### config.mk
export PLATFORM = sky130hd
export DESIGN_NAME = cache_mem_bridge
export DESIGN_NICKNAME = d
export VERILOG_FILES = /design/src/rtl/cache_mem_pkg.sv /design/src/rtl/cache_mem_bridge.sv
export SDC_FILE = /design/constraint.sdc
export NUM_CORES = 1
export LEC_CHECK = 0
export BUFFER_PORTS_ARGS = -buffer_cell sky130_fd_sc_hd__buf_2
export CAP_MARGIN = 25
export CORE_AREA = 4 4 153 155
export CTS_BUF_LIST = sky130_fd_sc_hd__clkbuf_8
export DETAILED_ROUTE_END_ITERATION = 8
export DIE_AREA = 0 0 157 159
export GPL_TIMING_DRIVEN = 0
export PLACE_DENSITY = 0.7
export RECOVER_POWER = 100
export SKIP_CTS_REPAIR_TIMING = 1
export SLEW_MARGIN = 25
export SYNTH_ARGS = -nofsm -noshare
export SYNTH_HDL_FRONTEND = slang
export SYNTH_SLANG_ARGS = --single-unit
### constraint.sdc
create_clock -name clock -period 2.3 [get_ports clock]
set_input_delay 0.345 -clock clock [delete_from_list [all_inputs] [get_ports clock]]
set_output_delay 0.345 -clock clock [all_outputs]
set_load 0.01 [all_outputs]
### src/rtl/cache_mem_pkg.sv
// Shared types and size helpers for the cache-to-word-bus block bridge.
package cache_mem_pkg;

  typedef enum logic [1:0] {IDLE, BEAT, DONE} state_t;
  typedef enum logic {READ, WRITE} op_t;

  function automatic int calc_beats(input int block_size, input int data_size);
    return block_size / data_size;
  endfunction

  // Never narrower than one bit, so a single-beat block still has a counter.
  function automatic int calc_beat_bits(input int beats);
    return (beats > 1) ? $clog2(beats) : 1;
  endfunction

  function automatic int calc_offset(input int block_size, input int byte_size);
    return $clog2(block_size / byte_size);
  endfunction

endpackage

### src/rtl/cache_mem_bridge.sv
// Serves one block read/write from the cache as BLOCK_SIZE/DATA_SIZE word beats.
// Latency: Beats+1 cycles accept-to-ack, plus one cycle per word_ack wait cycle.
// Backpressure: each beat's strobe, address and data hold until word_ack.
module cache_mem_bridge
  import cache_mem_pkg::*;
#(
  parameter int BLOCK_SIZE = 128,
  parameter int ADDR_SIZE  = 32,
  parameter int DATA_SIZE  = 32,
  parameter int BYTE_SIZE  = 8
) (
  input  logic                           clock,
  input  logic                           reset,
  input  logic                           cache_rd_en,
  input  logic                           cache_wr_en,
  input  logic [ADDR_SIZE-1:0]           cache_addr,
  input  logic [BLOCK_SIZE-1:0]          cache_wr_data,
  output logic [BLOCK_SIZE-1:0]          cache_rd_data,
  output logic                           cache_ack,
  output logic                           cache_busy,
  output logic                           word_rd_en,
  output logic                           word_wr_en,
  output logic [ADDR_SIZE-1:0]           word_addr,
  output logic [DATA_SIZE-1:0]           word_wr_data,
  output logic [DATA_SIZE/BYTE_SIZE-1:0] word_sel,
  input  logic [DATA_SIZE-1:0]           word_rd_data,
  input  logic                           word_ack
);

  localparam int BEATS      = calc_beats(BLOCK_SIZE, DATA_SIZE);
  localparam int BEAT_BITS  = calc_beat_bits(BEATS);
  localparam int OFFSET     = calc_offset(BLOCK_SIZE, BYTE_SIZE);
  localparam int WORD_BYTES = DATA_SIZE / BYTE_SIZE;

  localparam logic [ADDR_SIZE-1:0] OFF_MASK  = ADDR_SIZE'((64'd1 << OFFSET) - 64'd1);
  localparam logic [BEAT_BITS-1:0] LAST_BEAT = BEAT_BITS'(BEATS - 1);

  state_t                 state_q, state_d;
  op_t                    op_q;
  logic [BEAT_BITS-1:0]   cnt_q;
  logic [ADDR_SIZE-1:0]   base_q;
  logic [DATA_SIZE-1:0]   buf_q [BEATS];

  logic accept_wr, accept_rd, beat_ack, in_beat;

  always_comb begin
    state_d   = state_q;
    accept_wr = 1'b0;
    accept_rd = 1'b0;
    beat_ack  = 1'b0;
    case (state_q)
      IDLE: begin
        // Write wins a simultaneous request; the dropped read is re-issued upstream.
        if (cache_wr_en) begin
          accept_wr = 1'b1;
          state_d   = BEAT;
        end else if (cache_rd_en) begin
          accept_rd = 1'b1;
          state_d   = BEAT;
        end
      end
      BEAT: begin
        if (word_ack) begin
          beat_ack = 1'b1;
          if (cnt_q == LAST_BEAT) state_d = DONE;
        end
      end
      DONE:    state_d = IDLE;
      default: state_d = IDLE;
    endcase
  end

  always_ff @(posedge clock or negedge reset) begin
    if (!reset) begin
      state_q <= IDLE;
      op_q    <= READ;
      cnt_q   <= '0;
      base_q  <= '0;
      for (int i = 0; i < BEATS; i++) buf_q[i] <= '0;
    end else begin
      state_q <= state_d;
      if (accept_wr || accept_rd) begin
        base_q <= cache_addr & ~OFF_MASK;
        cnt_q  <= '0;
        op_q   <= accept_wr ? WRITE : READ;
      end
      if (accept_wr) begin
        for (int i = 0; i < BEATS; i++) buf_q[i] <= cache_wr_data[i*DATA_SIZE +: DATA_SIZE];
      end
      if (beat_ack) begin
        if (op_q == READ) buf_q[cnt_q] <= word_rd_data;
        cnt_q <= (cnt_q == LAST_BEAT) ? '0 : cnt_q + BEAT_BITS'(1);
      end
    end
  end

  assign in_beat      = (state_q == BEAT);
  assign cache_busy   = (state_q != IDLE);
  assign cache_ack    = (state_q == DONE);
  assign word_rd_en   = in_beat && (op_q == READ);
  assign word_wr_en   = in_beat && (op_q == WRITE);
  // Address arithmetic is modulo 2^ADDR_SIZE, so a top-of-memory block wraps.
  assign word_addr    = in_beat ? base_q + ADDR_SIZE'(cnt_q) * ADDR_SIZE'(WORD_BYTES) : '0;
  assign word_wr_data = in_beat ? buf_q[cnt_q] : '0;
  assign word_sel     = in_beat ? '1 : '0;

  always_comb begin
    cache_rd_data = '0;
    for (int i = 0; i < BEATS; i++) cache_rd_data[i*DATA_SIZE +: DATA_SIZE] = buf_q[i];
  end

endmodule
## After elaboration in Yosys (flattened, before gate mapping)

Cells that the tools add are included.

- Flip-flop bits (word level): 161
- Input port bits: 197
- Output and inout bits: 200
- Logic and storage cells: 56

- Add/sub/neg operators: 2
- Magnitude comparators: 2
- Equality and inequality tests: 6
- Muxes and demuxes: 28
- Bitwise operators: 2
- Reduce and logical (&&, ||, !) cells: 8

Operators with widths:

| operator | count |
|---|---|
| $mux W128 | 3 |
| $mux W32 | 5 |
| $bwmux W128 | 1 |
| $bmux W32 S2 | 1 |
| $demux W32 S2 | 1 |
| $add A32 B4 Y32 | 1 |
| $mux W2 | 7 |
| $mux W1 | 8 |
| $eq A2 B2 Y1 const B | 2 |
| $mux W4 | 1 |
| $pmux W2 S2 | 1 |
| $reduce_bool A2 Y1 | 2 |
| $ge A3 B3 Y1 const B | 1 |
| $logic_and A1 B1 Y1 | 3 |
| $lt A3 B1 Y1 const B | 1 |
| $ne A3 B3 Y1 const B | 1 |
| $not A2 Y3 | 1 |
| $reduce_and A3 Y1 | 1 |
| $add A2 B1 Y2 const B | 1 |
| $eq A2 B1 Y1 const B | 1 |
| $logic_not A2 Y1 | 1 |
| $ne A2 B1 Y1 const B | 1 |
| $ne A2 B2 Y1 const B | 1 |
| $logic_or A1 B1 Y1 | 1 |
| $not A1 Y1 | 1 |

## Logic depth before layout (Yosys ltp)

Gate-level depths: netlist of the first run.

- Depth after elaboration: 8
- Mapped depth: 7
- Depth with buffers taken out: 4

## Least setup slack after synthesis of the first run

Ideal clock, no wire load.

- Kind: register -> register
- Start point: register cnt_q[1]
- End point: register buf_q, in the netlist cache_rd_data[10]
- Library setup time: 125 ps
- Arrival: 1924 ps
- Required time: 2175 ps
- Slack: 252 ps
- Cell stages (with the launch flop): 8
- Buffers on the path: 3
- Clock period less this slack: 2048 ps
- Cells stage by stage: dfrtp_1 > clkbuf_1 > buf_1 > inv_1 > ha_1 > nand2_1 > buf_2 > mux2_2

- Longest elaborated chain between the ends: 8
- Elaborated cells on any way between the ends: 9
- Those cells by class: order compare: 2; mux: 5; bitwise: 1; reduce/logical: 1

Ends and longest elaborated chain:

| element | line | source |
|---|---|---|
| from (decl) | cache_mem_bridge.sv:40 | `logic [BEAT_BITS-1:0] cnt_q;` |
| from (signal assigned) | cache_mem_bridge.sv:92 | `cnt_q <= (cnt_q == LAST_BEAT) ? '0 : cnt_q + BEAT_BITS'(1);` |
| $not A2 Y3 (implied by the code) (*) | cache_mem_bridge.sv:91 | `if (op_q == READ) buf_q[cnt_q] <= word_rd_data;` |
| $ge A3 B3 Y1 (implied by the code) / $lt A3 B1 Y1 (equally long branches) | cache_mem_bridge.sv:91 |  |
| $logic_and A1 B1 Y1 (implied by the code) | cache_mem_bridge.sv:91 |  |
| $mux W32 (implied by the code) | cache_mem_bridge.sv:91 |  |
| $demux W32 S2 (*) | cache_mem_bridge.sv:91 |  |
| $bwmux W128 (*) | cache_mem_bridge.sv:91 |  |
| $mux W128 (*) | cache_mem_bridge.sv:91 |  |
| $mux W128 (*) | cache_mem_bridge.sv:90 | `if (beat_ack) begin` |
| to (signal, indexed assignment) | cache_mem_bridge.sv:91 |  |
| to (decl) | cache_mem_bridge.sv:42 | `logic [DATA_SIZE-1:0] buf_q [BEATS];` |

Every way passes the cells marked *; elsewhere a longest branch is shown, timed or not.
A chain may end at the register's enable or synchronous reset.

## Final worst setup path of the first run

- Start point: register cnt_q[0]
- End point: output word_wr_data[15]

- Longest elaborated chain between the ends: 5

Ends and longest elaborated chain:

| element | line | source |
|---|---|---|
| $not A2 Y3 (implied by the code) | cache_mem_bridge.sv:104 | `assign word_wr_data = in_beat ? buf_q[cnt_q] : '0;` |
| $bmux W32 S2 | cache_mem_bridge.sv:104 |  |
| $mux W32 (implied by the code) (2 in a row) | cache_mem_bridge.sv:104 |  |
| $mux W32 | cache_mem_bridge.sv:104 |  |
| to (decl) | cache_mem_bridge.sv:24 | `output logic [DATA_SIZE-1:0] word_wr_data,` |

Every way passes these cells. The select of a mux whose other input is x is not followed.

==> results.toml, run 1 <==
[floorplan]
ios = 397
core_mm2 = 0.0218
fp.dieH_um = 159
dieArea_mm2 = 0.0250
chipWidth_um = 157
num_rows = 54
start_util_pct = 41.1

[layout]
fin_cells = 1336
final_area_mm2 = 0.0117
final_core_util_pct = 53.5
nets = 1242
layout-drive-gt1-share_pct = 59.0
syn2layout_area_growth_pct = 30.1

[place]
place_congestion = 0.820
io_buffers = 390
hpwl_mm = 21.9
place_inst = 1294
place_area_mm2 = 0.0113
place_ws_ns = -0.751

[synthesis]
yosys.area.top_type_share_pct = 44.9
yosys_register_bits = 161
ys_types = 29
synth_edf_count = 0
yosysSeqAreaShare_pct = 44.9
netlist_area_mm2 = 0.00898
yosys_warnings = 0
ys.flop_type = "dfrtp_1"
synthTopCellsByCount = "mux2_2 (215), dfrtp_1 (161), and2_1 (61), mux2_1 (39), mux4_2 (32)"
synthTopCellsByArea = "dfrtp_1 (45%), mux2_2 (27%), mux4_2 (8.0%)"
synth.most_common_cell = "mux2_2"
syn_inst = 622
syn_avg_cell_area_um2 = 14.4
yosysTopAreaCell = "dfrtp_1"
synthArstFlopShare_pct = 100

[route]
wirelength_met1_mm = 11.4
vias = 6831
ant_nets = 0
drc = 0
firstDrtPassIters = 6
top_layer_used = "met5"
met3_length_mm = 2.42
wl_met2_mm = 15.1
vias_per_cell = 5.11
totalWireLength_mm = 29.2
post_drt_wl_per_cell_um = 21.9
drt_iter0_markers = 316

[sta]
timing.setup.tns_ns = -0.664
fin_crit_sh_pct = 102
drv_slew = 0
worstMarginPinSlew_ns = 1.12
max-slew-margin-rel_pct = 25.5
setup_viol = 30
period_minus_slack_ns = 2.35
rsz0062_at_grt = "true"
whs_ns = 0.122
setup_slack_ns = -0.0529
hold_violations = 0
clock_skew_ns = 0.0189
max_freq_mhz = 425

[min_path]
hold_class = "primary input to register"

[clock_network]
cts_buffer_depth = 2
clk_transition_reported_paths_ns = 0.10
cts_tree = "built"
cts_inserted_buffers = 17
numClockSinks = 161
clkLatencyLatePin_ns = 0.45
htree_levels = 4
clock-root-buffer = "clkbuf_8"

[status]
outcome = "complete, but fails checks"
violations = "negative setup slack"

[global_routing]
grt-ovfl-total = 0
grtUsageTotal_pct = 23.3
grt_max_degree = 85
first_global_vias = 7485
grt_pass1_wl_mm = 44.4
antenna_found_initial = 6

[setup_path]
crit_path_start_kind = "register"
crit_arrival_ns = 2.01
path_max_fanout = 10
cp-end-kind = "output pin"
required_ns = 1.96
path_class = "register to output pin"

[job]
cap_violations = 0

[pwr]
max-vdd-ir-drop_v = 0.000621
power.density_mw_per_mm2 = 1450
p_leak_nw = 5.32
totalPowerFinal_mw = 17.0
-- cell type report --
type                    count  area [µm²]
diodes                      2        5.00
plain buffers              50         427
clock buffers              19         262
clock inverters            13         126
fillers                  1996       10100
inverters                   4        18.8
multi-input cells         408        4590
flip-flops and latches    161        4030
well taps                 280         350
repair buffers            398        1870
repair inverters            1        7.51
-- kinds of logic after synthesis --
family	Yosys count	share of synthesized area (%)
other	1	0.0418
multiplexers	316	44.9
adder cells (fa/ha/maj)	4	0.558
buffers and inverters	54	3.62
AND/OR/NAND/NOR	81	5.56
flip-flops	161	44.9
AO/OA/AOI/OAI	5	0.418
-- critical path: stages, from the launching register on --
cell,delay [ns]
dfrtp_1,0.43
buf_12,0.15
buf_12,0.16
mux4_2,0.50
and2_1,0.18
buf_2,0.14
-- flip-flops by register name (all words and copies together), names as in the netlist --
signal / cells
op_q: 1
base_q: 28
cnt_q: 2
cache_rd_data: 128
state_q: 2
-- placed cells by master (no fill, tap or decap), types with 7 or more instances in the layout --
master	synthesis	routed
clkbuf_8	0	19
mux4_2	32	32
and2_1	61	60
clkbuf_4	0	9
buf_4	6	19
clkbuf_1	9	130
mux2_1	39	50
nand2_1	7	7
buf_2	29	271
mux2_2	215	215
dfrtp_1	161	161
mux2_4	30	19
-- metal layers --
metal  global-route usage (%)  vias to the layer above
li1                         -                     3106
met3                     6.33                       31
met1                     28.0                     3413
met2                     41.4                      273
met5                        0                        -
met4                     5.17                        8
-- report_power, final --
| part | internal (mW) | switching [mW] | leakage (nW) | total, mW |
|---|---|---|---|---|
| sequential | 4.30 | 1.10 | 1.90 | 5.39 |
| clock | 0.931 | 1.16 | 0.191 | 2.09 |
| combinational | 5.19 | 4.28 | 3.23 | 9.47 |
| total | 10.4 | 6.54 | 5.32 | 17.0 |
-- path summary, 6_finish.rpt --
check                                             from                     endpoint  slack, ns  cells past startpoint
worst max-delay path              cnt_q[0]$_DFFE_PN0P_             word_wr_data[15]      -0.05                      5
worst min-delay path                    cache_addr[27]       base_q[27]$_DFFE_PN0P_       0.12                      2
worst max register to register  state_q[0]$_DFFE_PN0P_  cache_rd_data[53]$_DFF_PN0_       0.12                      5
worst min register to register   base_q[9]$_DFFE_PN0P_        base_q[9]$_DFFE_PN0P_       0.50                      1
max in group asynchronous                        reset  cache_rd_data[53]$_DFF_PN0_       0.31                      3
min in group asynchronous                        reset       base_q[18]$_DFFE_PN0P_       0.63                      2
Power figures use the tool's default switching activity.
==> inputs of run 2 (changes only) <==
- ABC_AREA: unset -> 1
- CORE_AREA: 4 4 153 155 -> 4 4 150 152
- DIE_AREA: 0 0 157 159 -> 0 0 154 156
- PLACE_DENSITY: 0.7 -> 0.78
==> run 2 against run 1 <==
  * The run now ends clean
  * Die area fell by 3.8%
  * Via count up 71%
  * Setup slack better by 0.11 ns
  * Count of clock-buffer cells in the layout is 1 lower
  * Total power up 8.8%
  * Synthesized cell count grew 150%
  * Hold slack better by 0.0019 ns
  * Sequential share of layout area decreased by 2.9 points
  * Sequential cell count unchanged
  * Global-route usage is 9.3 points higher
  * Cell area up 9.3%
  * Largest power group unchanged
  * Highest routed layer unchanged
==> results.toml, run 2 <==
[place]
place_ws_ns = -0.162
place_area_mm2 = 0.0124
hpwl_mm = 30.5
place_congestion = 0.920
io_buffers = 390

[global_routing]
grt-ovfl-total = 0
grtUsageTotal_pct = 32.6
antenna_found_initial = 7
grt_max_degree = 88
first_global_vias = 11054
grt_pass1_wl_mm = 61.1

[clock_network]
numClockSinks = 161
cts_buffer_depth = 2
clk_transition_reported_paths_ns = 0.09
cts_inserted_buffers = 17
cts_tree = "built"
clkLatencyLatePin_ns = 0.47
htree_levels = 4
clock-root-buffer = "clkbuf_8"

[setup_path]
cp-end-kind = "output pin"
reg2regPathDepth = 11
path_class = "register to output pin"
required_ns = 1.96
path_max_fanout = 10
crit_path_start_kind = "register"
crit_arrival_ns = 1.90

[floorplan]
start_util_pct = 47.8
dieArea_mm2 = 0.0240
ios = 397
chipWidth_um = 154
num_rows = 53
fp.dieH_um = 156
core_mm2 = 0.0210

[route]
totalWireLength_mm = 40.7
drt_iter0_markers = 833
post_drt_wl_per_cell_um = 18.0
firstDrtPassIters = 6
vias = 11704
drc = 0
ant_nets = 0
vias_per_cell = 5.18

[synthesis]
synth_edf_count = 0
yosysSeqAreaShare_pct = 40.1
yosys.area.top_type_share_pct = 40.1
synthArstFlopShare_pct = 100
yosys_register_bits = 161
synth.most_common_cell = "nand2_1"
netlist_area_mm2 = 0.0101
synthTopCellsByCount = "nand2_1 (492), nand3_1 (355), inv_1 (294), dfrtp_1 (161)"
ys.flop_type = "dfrtp_1"
synthTopCellsByArea = "dfrtp_1 (40%), nand2_1 (18%), nand3_1 (18%)"
syn_avg_cell_area_um2 = 6.47
syn_inst = 1554
yosysTopAreaCell = "dfrtp_1"
ys_types = 23
yosys_warnings = 0

[pwr]
totalPowerFinal_mw = 18.4
power.density_mw_per_mm2 = 1440
max-vdd-ir-drop_v = 0.000546
p_leak_nw = 7.51

[sta]
clock_skew_ns = 0.0125
setup_viol = 0
timing.setup.tns_ns = 0
fin_crit_sh_pct = 97.5
period_minus_slack_ns = 2.24
rsz0062_at_grt = "false"
drv_slew = 0
hold_violations = 0
max_freq_mhz = 446
worstMarginPinSlew_ns = 1.13
setup_slack_ns = 0.0565
max-slew-margin-rel_pct = 24.3

[layout]
final_area_mm2 = 0.0128
syn2layout_area_growth_pct = 27.0
nets = 2168
mostFrequentLayoutCells = "nand2_1 (492), nand3_1 (355), inv_1 (296)"
largest_reg_flops = 128
layout-drive-gt1-share_pct = 19.2
final_common_cell = "nand2_1"

[min_path]
hold_depth = 3
hold_class = "primary input to register"

[job]
cap_violations = 0

[status]
outcome = "completed"
-- run 2: final cells by class --
type	count	area, µm²
plain buffers	109	634
clock inverters	14	201
fillers	2160	8250
clock buffers	18	248
flip-flops and latches	161	4030
inverters	300	1130
multi-input cells	984	4350
repair buffers	394	1820
well taps	275	344
diodes	5	12.5
-- run 2: per-stage QoR --
stage	util, %	hold slack, ns	instances
5_1_grt	60.7	0.121	2258
4_1_cts	61.1	-0.158	2253
3_5_place_dp	59.0	0.365	2221
3_3_place_gp	58.8	0.456	2220
2_1_floorplan	-	0.0494	1555
6_report	60.7	0.124	2260
-- run 2: cells by family after synthesis --
family | count (synthesis) | synth area share, %
AO/OA/AOI/OAI | 62 | 3.09
buffers and inverters | 410 | 16.9
adder cells (fa/ha/maj) | 4 | 0.498
flip-flops | 161 | 40.1
AND/OR/NAND/NOR | 916 | 39.4
other | 1 | 0.0373
-- run 2: where the power goes --
| part | leakage, nW | switching (mW) | internal [mW] |
|---|---|---|---|
| Sequential | 1.81 | 0.859 | 4.25 |
| Clock | 0.220 | 1.19 | 1.23 |
| Combinational | 5.48 | 7.24 | 3.68 |
-- run 2: path summary, 6_finish.rpt --
check,to,slack [ns],startpoint
max,word_wr_data[2],0.06,cnt_q[0]$_DFFE_PN0P_
min,base_q[21]$_DFFE_PN0P_,0.12,cache_addr[21]
max reg2reg,cache_rd_data[8]$_DFF_PN0_,0.09,cnt_q[0]$_DFFE_PN0P_
min reg2reg,op_q$_DFFE_PN0P_,0.48,op_q$_DFFE_PN0P_
max in group asynchronous,cnt_q[0]$_DFFE_PN0P_,0.60,reset
min in group asynchronous,cache_rd_data[26]$_DFF_PN0_,0.66,reset
-- run 2: worst max-delay path: stages (launching register included) --
cell and delay, ns:
dfrtp_2 0.46, inv_1 0.09, buf_4 0.19, buf_4 0.20
nand2_1 0.07, nand3_1 0.06, a21oi_1 0.17, buf_2 0.18
-- run 2: metal layers --
layer	track usage (%)	routed length [µm]	part of all wire [%]	vias to the layer above
li1	-	-	-	5549
met1	42.0	15800	39	5357
met3	7.07	4020	9.9	109
met2	53.8	19300	47	683
met5	0	41	0.10	-
met4	12.8	1560	3.8	6
